$ cat src/rtl/disp_pkg.sv
// Shared constants and helpers for the multiplexed 7-segment display driver.
// All segment encodings are active-low with bit 7 as the decimal point.
package disp_pkg;

  localparam logic [7:0] SEG_BLANK = 8'hFF;
  localparam logic [7:0] SEG_MINUS = 8'hBF;
  localparam logic [7:0] SEG_DP    = 8'h7F;

  localparam logic [7:0] SEG_0 = 8'hC0;
  localparam logic [7:0] SEG_1 = 8'hF9;
  localparam logic [7:0] SEG_2 = 8'hA4;
  localparam logic [7:0] SEG_3 = 8'hB0;
  localparam logic [7:0] SEG_4 = 8'h99;
  localparam logic [7:0] SEG_5 = 8'h92;
  localparam logic [7:0] SEG_6 = 8'h82;
  localparam logic [7:0] SEG_7 = 8'hF8;
  localparam logic [7:0] SEG_8 = 8'h80;
  localparam logic [7:0] SEG_9 = 8'h90;
  localparam logic [7:0] SEG_A = 8'h88;
  localparam logic [7:0] SEG_B = 8'h83;
  localparam logic [7:0] SEG_C = 8'hC6;
  localparam logic [7:0] SEG_D = 8'hA1;
  localparam logic [7:0] SEG_E = 8'h86;
  localparam logic [7:0] SEG_F = 8'h8E;

  // Hex nibble to active-low segment pattern, decimal point off.
  function automatic logic [7:0] seg_hex(input logic [3:0] v);
    logic [7:0] s;
    case (v)
      4'h0:    s = SEG_0;
      4'h1:    s = SEG_1;
      4'h2:    s = SEG_2;
      4'h3:    s = SEG_3;
      4'h4:    s = SEG_4;
      4'h5:    s = SEG_5;
      4'h6:    s = SEG_6;
      4'h7:    s = SEG_7;
      4'h8:    s = SEG_8;
      4'h9:    s = SEG_9;
      4'hA:    s = SEG_A;
      4'hB:    s = SEG_B;
      4'hC:    s = SEG_C;
      4'hD:    s = SEG_D;
      4'hE:    s = SEG_E;
      default: s = SEG_F;
    endcase
    return s;
  endfunction

  // Clocks per digit slot: blank interval followed by the full PWM window.
  function automatic int unsigned slot_len(input int unsigned blank,
                                           input int unsigned bright_w);
    return blank + (32'd1 << bright_w);
  endfunction

endpackage

$ cat src/rtl/disp_slot_timer.sv
// Slot counter and digit index for the display scanner; decodes blank/ON phase.
// With DISP_BLINK_EN a frame-end strobe is also provided for blink timing.
module disp_slot_timer
  import disp_pkg::*;
#(
  parameter int unsigned N_DIGITS     = 4,
  parameter int unsigned BLANK_CYCLES = 2,
  parameter int unsigned BRIGHT_W     = 3
) (
  input  logic                        clk_i,
  input  logic                        rst_i,
  output logic                        slot_start_c_o,
  output logic                        blank_c_o,
  output logic [BRIGHT_W-1:0]         on_idx_c_o,
`ifdef DISP_BLINK_EN
  output logic                        frame_end_c_o,
`endif
  output logic [$clog2(N_DIGITS)-1:0] digit_o
);

  localparam int unsigned SLOT = slot_len(BLANK_CYCLES, BRIGHT_W);
  localparam int unsigned CW   = $clog2(SLOT);
  localparam int unsigned DW   = $clog2(N_DIGITS);

  logic [CW-1:0] cnt_q, cnt_d;
  logic [DW-1:0] dig_q, dig_d;
  logic          slot_end;
  logic          last_digit;

  assign slot_end   = (cnt_q == CW'(SLOT - 1));
  assign last_digit = (dig_q == DW'(N_DIGITS - 1));

  // Explicit modulo wrap so non-power-of-two digit counts scan correctly.
  always_comb begin
    cnt_d = cnt_q + CW'(1);
    dig_d = dig_q;
    if (slot_end) begin
      cnt_d = '0;
      dig_d = last_digit ? '0 : dig_q + DW'(1);
    end
  end

  always_ff @(posedge clk_i or posedge rst_i) begin
    if (rst_i) begin
      cnt_q <= '0;
      dig_q <= '0;
    end else begin
      cnt_q <= cnt_d;
      dig_q <= dig_d;
    end
  end

  assign slot_start_c_o = (cnt_q == '0);
  assign blank_c_o      = (cnt_q < CW'(BLANK_CYCLES));
  assign on_idx_c_o     = BRIGHT_W'(cnt_q - CW'(BLANK_CYCLES));
  assign digit_o        = dig_q;
`ifdef DISP_BLINK_EN
  assign frame_end_c_o  = slot_end & last_digit;
`endif

endmodule

$ cat src/rtl/disp_mux_pwm.sv
// N-digit active-low 7-segment multiplexer with blanking, PWM brightness and frame strobe.
// Define DISP_BLINK_EN to add the blinkMask input and frame-based blink phase.
module disp_mux_pwm
  import disp_pkg::*;
#(
  parameter int unsigned N_DIGITS     = 4,
  parameter int unsigned BLANK_CYCLES = 2,
`ifdef DISP_BLINK_EN
  parameter int unsigned BLINK_FRAMES = 64,
`endif
  parameter int unsigned BRIGHT_W     = 3
) (
  input  logic                    ClkDisp,
  input  logic                    Reset,
  input  logic [8*N_DIGITS-1:0]   segIn,
  input  logic [N_DIGITS-1:0]     digitEn,
  input  logic [BRIGHT_W-1:0]     brightness,
`ifdef DISP_BLINK_EN
  input  logic [N_DIGITS-1:0]     blinkMask,
`endif
  output logic [7:0]              segOut,
  output logic [N_DIGITS-1:0]     anOut,
  output logic                    frameStart
);

  localparam int unsigned DW = $clog2(N_DIGITS);

  logic                slot_start;
  logic                blank;
  logic [BRIGHT_W-1:0] on_idx;
  logic [DW-1:0]       digit;

  logic [7:0]          cap_seg_q, cap_seg_d;
  logic                cap_en_q, cap_en_d;
  logic [BRIGHT_W-1:0] cap_bright_q, cap_bright_d;

  logic [7:0]          seg_q, seg_d;
  logic [N_DIGITS-1:0] an_q, an_d;
  logic                frame_q, frame_d;

  logic [7:0]          seg_sel;
  logic                en_sel;
  logic                lit;

`ifdef DISP_BLINK_EN
  localparam int unsigned FW = (BLINK_FRAMES > 1) ? $clog2(BLINK_FRAMES) : 1;

  logic          frame_end;
  logic [FW-1:0] fcnt_q, fcnt_d;
  logic          hidden_q, hidden_d;
`endif

  disp_slot_timer #(
    .N_DIGITS     (N_DIGITS),
    .BLANK_CYCLES (BLANK_CYCLES),
    .BRIGHT_W     (BRIGHT_W)
  ) u_timer (
    .clk_i          (ClkDisp),
    .rst_i          (Reset),
    .slot_start_c_o (slot_start),
    .blank_c_o      (blank),
    .on_idx_c_o     (on_idx),
`ifdef DISP_BLINK_EN
    .frame_end_c_o  (frame_end),
`endif
    .digit_o        (digit)
  );

  // Select the current digit's pattern and effective enable.
  always_comb begin
    seg_sel = SEG_BLANK;
    en_sel  = 1'b0;
    for (int i = 0; i < int'(N_DIGITS); i++) begin
      if (digit == DW'(i)) begin
        seg_sel = segIn[8*i +: 8];
`ifdef DISP_BLINK_EN
        en_sel  = digitEn[i] & ~(hidden_q & blinkMask[i]);
`else
        en_sel  = digitEn[i];
`endif
      end
    end
  end

  // Inputs are sampled once at slot entry and held for the slot.
  always_comb begin
    cap_seg_d    = cap_seg_q;
    cap_en_d     = cap_en_q;
    cap_bright_d = cap_bright_q;
    if (slot_start) begin
      cap_seg_d    = seg_sel;
      cap_en_d     = en_sel;
      cap_bright_d = brightness;
    end
  end

  // Blank interval always dark; PWM compare gates the single active anode.
  always_comb begin
    lit     = ~blank & cap_en_q & (on_idx < cap_bright_q);
    seg_d   = lit ? cap_seg_q : SEG_BLANK;
    an_d    = '1;
    frame_d = slot_start & (digit == '0);
    for (int i = 0; i < int'(N_DIGITS); i++) begin
      if (digit == DW'(i)) begin
        an_d[int'(N_DIGITS) - 1 - i] = ~lit;
      end
    end
  end

  always_ff @(posedge ClkDisp or posedge Reset) begin
    if (Reset) begin
      cap_seg_q    <= SEG_BLANK;
      cap_en_q     <= 1'b0;
      cap_bright_q <= '0;
      seg_q        <= SEG_BLANK;
      an_q         <= '1;
      frame_q      <= 1'b0;
    end else begin
      cap_seg_q    <= cap_seg_d;
      cap_en_q     <= cap_en_d;
      cap_bright_q <= cap_bright_d;
      seg_q        <= seg_d;
      an_q         <= an_d;
      frame_q      <= frame_d;
    end
  end

`ifdef DISP_BLINK_EN
  // Phase flips at the end of every BLINK_FRAMES-th frame, ahead of the next capture.
  always_comb begin
    fcnt_d   = fcnt_q;
    hidden_d = hidden_q;
    if (frame_end) begin
      if (fcnt_q == FW'(BLINK_FRAMES - 1)) begin
        fcnt_d   = '0;
        hidden_d = ~hidden_q;
      end else begin
        fcnt_d = fcnt_q + FW'(1);
      end
    end
  end

  always_ff @(posedge ClkDisp or posedge Reset) begin
    if (Reset) begin
      fcnt_q   <= '0;
      hidden_q <= 1'b0;
    end else begin
      fcnt_q   <= fcnt_d;
      hidden_q <= hidden_d;
    end
  end
`endif

  assign segOut     = seg_q;
  assign anOut      = an_q;
  assign frameStart = frame_q;

endmodule
$ cat config.mk
export PLATFORM = sky130hd
export DESIGN_NAME = disp_mux_pwm
export DESIGN_NICKNAME = d
export VERILOG_FILES = /design/src/rtl/disp_pkg.sv /design/src/rtl/disp_slot_timer.sv /design/src/rtl/disp_mux_pwm.sv
export SDC_FILE = /design/constraint.sdc
export NUM_CORES = 1
export LEC_CHECK = 0
export ABC_CLOCK_PERIOD_IN_PS = 2100
export BUFFER_PORTS_ARGS = -buffer_cell sky130_fd_sc_hd__buf_2
export CAP_MARGIN = 0
export CORE_MARGIN = 2
export CORE_UTILIZATION = 50
export DETAILED_ROUTE_END_ITERATION = 7
export GPL_ROUTABILITY_DRIVEN = 0
export PLACE_DENSITY_LB_ADDON = 0.08
export SKIP_CTS_REPAIR_TIMING = 1
export SYNTH_ARGS = -nofsm -noshare
export SYNTH_HDL_FRONTEND = slang
export SYNTH_SLANG_ARGS = --single-unit
$ cat constraint.sdc
create_clock -name ClkDisp -period 2.1 [get_ports ClkDisp]
set_input_delay 0.105 -clock ClkDisp [delete_from_list [all_inputs] [get_ports ClkDisp]]
set_output_delay 0.105 -clock ClkDisp [all_outputs]
set_load 0.01 [all_outputs]
==> impl_metrics.prom <==
# TYPE chip_impl_metric gauge
chip_impl_info{name="outcome",value="complete, no violations"} 1
chip_impl_metric{name="setup-tns-final",unit="ns"} 0
chip_impl_metric{name="timing.critical_path.arrival",unit="ns"} 1.95
chip_impl_info{name="rsz0062_at_grt",value="false"} 1
chip_impl_metric{name="ios",unit=""} 54
chip_impl_metric{name="fillerInstances",unit=""} 271
chip_impl_metric{name="skew",unit="ns"} 0.00564
chip_impl_metric{name="instance_count_of_the_mapped_netlist",unit=""} 164
chip_impl_info{name="synth_top_cell_by_area",value="dfstp_2"} 1
chip_impl_metric{name="worst_slew_margin_rel",unit="%"} 54.2
chip_impl_metric{name="yosys.area.top_type_share",unit="%"} 31.7
chip_impl_metric{name="cp_max_fo",unit=""} 19
chip_impl_metric{name="final-max-slew-violation-count",unit=""} 0
chip_impl_metric{name="setup_violation_total_in_the_final_timing_report",unit=""} 0
chip_impl_metric{name="final_core_util",unit="%"} 66.2
chip_impl_metric{name="highest_clock_rate",unit="MHz"} 586
chip_impl_metric{name="vias",unit=""} 1327
chip_impl_metric{name="ir_worst_vdd",unit="mV"} 0.245
chip_impl_metric{name="effective_utilization_at_floorplan",unit="%"} 53.4
chip_impl_metric{name="floorplan.die.width",unit="um"} 61.6
chip_impl_metric{name="actual_slew_at_the_worst_max_slew_pin",unit="ns"} 0.687
chip_impl_metric{name="yosys_warnings",unit=""} 0
chip_impl_info{name="slowest_stage",value="ha_1"} 1
chip_impl_metric{name="antenna_violations_before_repair",unit=""} 0
chip_impl_metric{name="worst_setup_hold_path_clk_slew",unit="ns"} 0.09
chip_impl_metric{name="grt_pass1_vias",unit=""} 1194
chip_impl_metric{name="maximum_number_of_pins_on_one_net_before_global_route_repair",unit=""} 32
chip_impl_metric{name="syn_area_per_cell",unit="um^2"} 10.1
chip_impl_info{name="worstSetupEndpointType",value="register"} 1
chip_impl_metric{name="drc",unit=""} 0
chip_impl_metric{name="cts-buffers-inserted",unit=""} 5
chip_impl_metric{name="ys_types",unit=""} 28
chip_impl_metric{name="power.static_leakage",unit="uW"} 0.00100
chip_impl_metric{name="clock_tree.buffer_depth",unit=""} 2
chip_impl_metric{name="dp_hpwl",unit="mm"} 2.43
chip_impl_metric{name="post_drt_wl_per_cell",unit="um"} 12.4
chip_impl_metric{name="num-nets-final",unit=""} 268
chip_impl_metric{name="core",unit="um^2"} 3100
chip_impl_metric{name="drt_first_iter_violations",unit=""} 20
chip_impl_metric{name="fp-row-count",unit=""} 20
chip_impl_metric{name="clock_latency",unit="ns"} 0.32
chip_impl_metric{name="timing.critical_path.slowest_cell_delay",unit="ns"} 0.51
chip_impl_metric{name="antennaDiodeCount",unit=""} 0
chip_impl_metric{name="die_h",unit="um"} 61.6
chip_impl_info{name="worst_path_cell_chain",value="inv_1, ha_1, a21oi_1, a221o_1, a22oi_1"} 1
chip_impl_metric{name="finalWirelength",unit="mm"} 3.28
chip_impl_info{name="critical-path-top-delay-family",value="compound AO/OA/AOI/OAI gates"} 1
chip_impl_metric{name="post_drt_via_cell_ratio",unit=""} 5.01
chip_impl_metric{name="layout-drive-gt1-share",unit="%"} 40.7
chip_impl_metric{name="period_minus_slack",unit="ns"} 1.71
chip_impl_metric{name="areaGrowthSynthToFinish",unit="%"} 23.9
chip_impl_info{name="cp-start-kind",value="register"} 1
chip_impl_info{name="final_common_cell",value="buf_2"} 1
chip_impl_metric{name="critical_path_buf_inv_count",unit=""} 1
chip_impl_metric{name="synth-seq-cells",unit=""} 31
chip_impl_metric{name="grt_util_all_layers",unit="%"} 19.2
chip_impl_metric{name="post-route-period-util",unit="%"} 81.2
chip_impl_metric{name="number_of_nets_produced_by_synthesis",unit=""} 212
chip_impl_metric{name="hold_violations",unit=""} 0
chip_impl_metric{name="die-area",unit="um^2"} 3790
chip_impl_metric{name="grt_remaining_overflow",unit=""} 0
chip_impl_info{name="clock-root-buffer",value="clkbuf_4"} 1
chip_impl_metric{name="cts.htree.levels",unit=""} 2
chip_impl_info{name="layout.cells.most_common_list",value="53 x buf_2, 26 x inv_1, 20 x dfstp_2"} 1
chip_impl_metric{name="cp.required",unit="ns"} 2.35
chip_impl_info{name="synth.top_cells.by_area",value="dfstp_2 32%, dfrtp_1 17%, inv_1 5.9%, a21oi_1 5.7%, ha_1 5.3%"} 1
chip_impl_info{name="timing.hold.worst.class",value="primary input to register"} 1
chip_impl_metric{name="grt_pass1_wl",unit="mm"} 5.25
chip_impl_metric{name="antenna_left",unit=""} 0
chip_impl_metric{name="count_of_input_and_output_buffers",unit=""} 53
chip_impl_metric{name="timing.max_cap.violations",unit=""} 0
chip_impl_metric{name="drt-pass1-iter-count",unit=""} 4
chip_impl_metric{name="sequential_to_total_area_share_from_yosys_stat",unit="%"} 48.3
chip_impl_metric{name="pwr_density_cell",unit="nW/um^2"} 553
chip_impl_metric{name="mappedNetlistArea",unit="um^2"} 1660
chip_impl_info{name="tritoncts",value="done"} 1
chip_impl_metric{name="tritoncts_num_sinks",unit=""} 31
chip_impl_info{name="timing.setup.critical_path_class",value="register to register"} 1
## logic make-up after synthesis
family | count (synthesis) | share of synthesized area (%)
fa+ha+maj | 7 | 5.29
flops | 31 | 48.3
simple gates | 30 | 11.5
compound gates | 52 | 20.8
mux | 6 | 4.46
buf+inv | 37 | 9.06
xor+xnor | 1 | 0.529
## per-stage QoR
stage	power, uW	worst slack (ns)	hold WS (ns)	instance area (um^2)	instances
4_1_cts	1140	0.395	-0.170	2020	262
2_1_floorplan	698	0.476	0.194	1660	164
3_3_place_gp	752	0.502	0.188	1950	254
3_5_place_dp	756	0.414	0.193	1950	254
6_report	1140	0.395	0.0302	2050	265
5_1_grt	1200	0.235	0.00379	2050	265
## where the power goes
part	leakage (uW)	switching, uW	internal (uW)	total, uW
Sequential	0.000346	8.30	626	635
Clock	0.0000386	190	197	387
Combinational	0.000616	52.8	61.3	114
## cells in the mapped netlist
cell / n
mux2i_1: 1
a221o_1: 1
nor3b_1: 8
o21ai_0: 4
nand2_1: 1
a22o_1: 8
nand2b_1: 2
a21oi_1: 19
o31ai_1: 8
nor2b_1: 8
buf_2: 3
and3_1: 3
a22oi_1: 1
ha_1: 7
buf_6: 1
mux2_2: 3
dfrtp_1: 11
nand3b_1: 1
a21o_1: 1
inv_1: 26
nor3_1: 3
xnor2_1: 1
o211ai_1: 10
or4_4: 1
dfstp_2: 20
nor2_1: 3
clkbuf_1: 7
mux2_4: 2
## flip-flops by register name, indices dropped and copies added (netlist names)
name and count:
cap_bright_q 3, frameStart 1, cap_en_q 1, anOut 4
u_timer.cnt_q 4, cap_seg_q 8, u_timer.digit_o 2, segOut 8
## final cells by class
type	instances	area (um^2)	share of cell area, %
inverter	26	97.6	4.75
sequential	31	801	39.0
multi-input combinational	96	706	34.4
clock buffer	8	68.8	3.35
tap	44	55.1	2.68
timing repair buffer	60	325	15.8
## per-layer routing
metal,part of all wire (%),global-route usage [%]
met5,0,0
met4,0.82,8.81
met3,6.9,5.04
met2,44,29.0
met1,48,25.9
## path summary, 6_finish.rpt
path / from / end / slack (ns) / depth (start not counted)
worst max-delay path: u_timer.digit_o[1]$_DFFE_PP0N_ / cap_en_q$_DFFE_PP0P_ / 0.39 / 5
worst min-delay path: brightness[2] / cap_bright_q[2]$_DFFE_PP0P_ / 0.03 / 2
worst max register to register: u_timer.digit_o[1]$_DFFE_PP0N_ / cap_en_q$_DFFE_PP0P_ / 0.39 / 5
worst min register to register: cap_seg_q[0]$_DFFE_PP1P_ / segOut[0]$_DFF_PP1_ / 0.50 / 2
max in group asynchronous: Reset / segOut[7]$_DFF_PP1_ / 1.40 / 4
min in group asynchronous: Reset / u_timer.digit_o[0]$_DFFE_PP0N_ / 0.39 / 4
No activity file was read; power rests on OpenSTA's default activity.
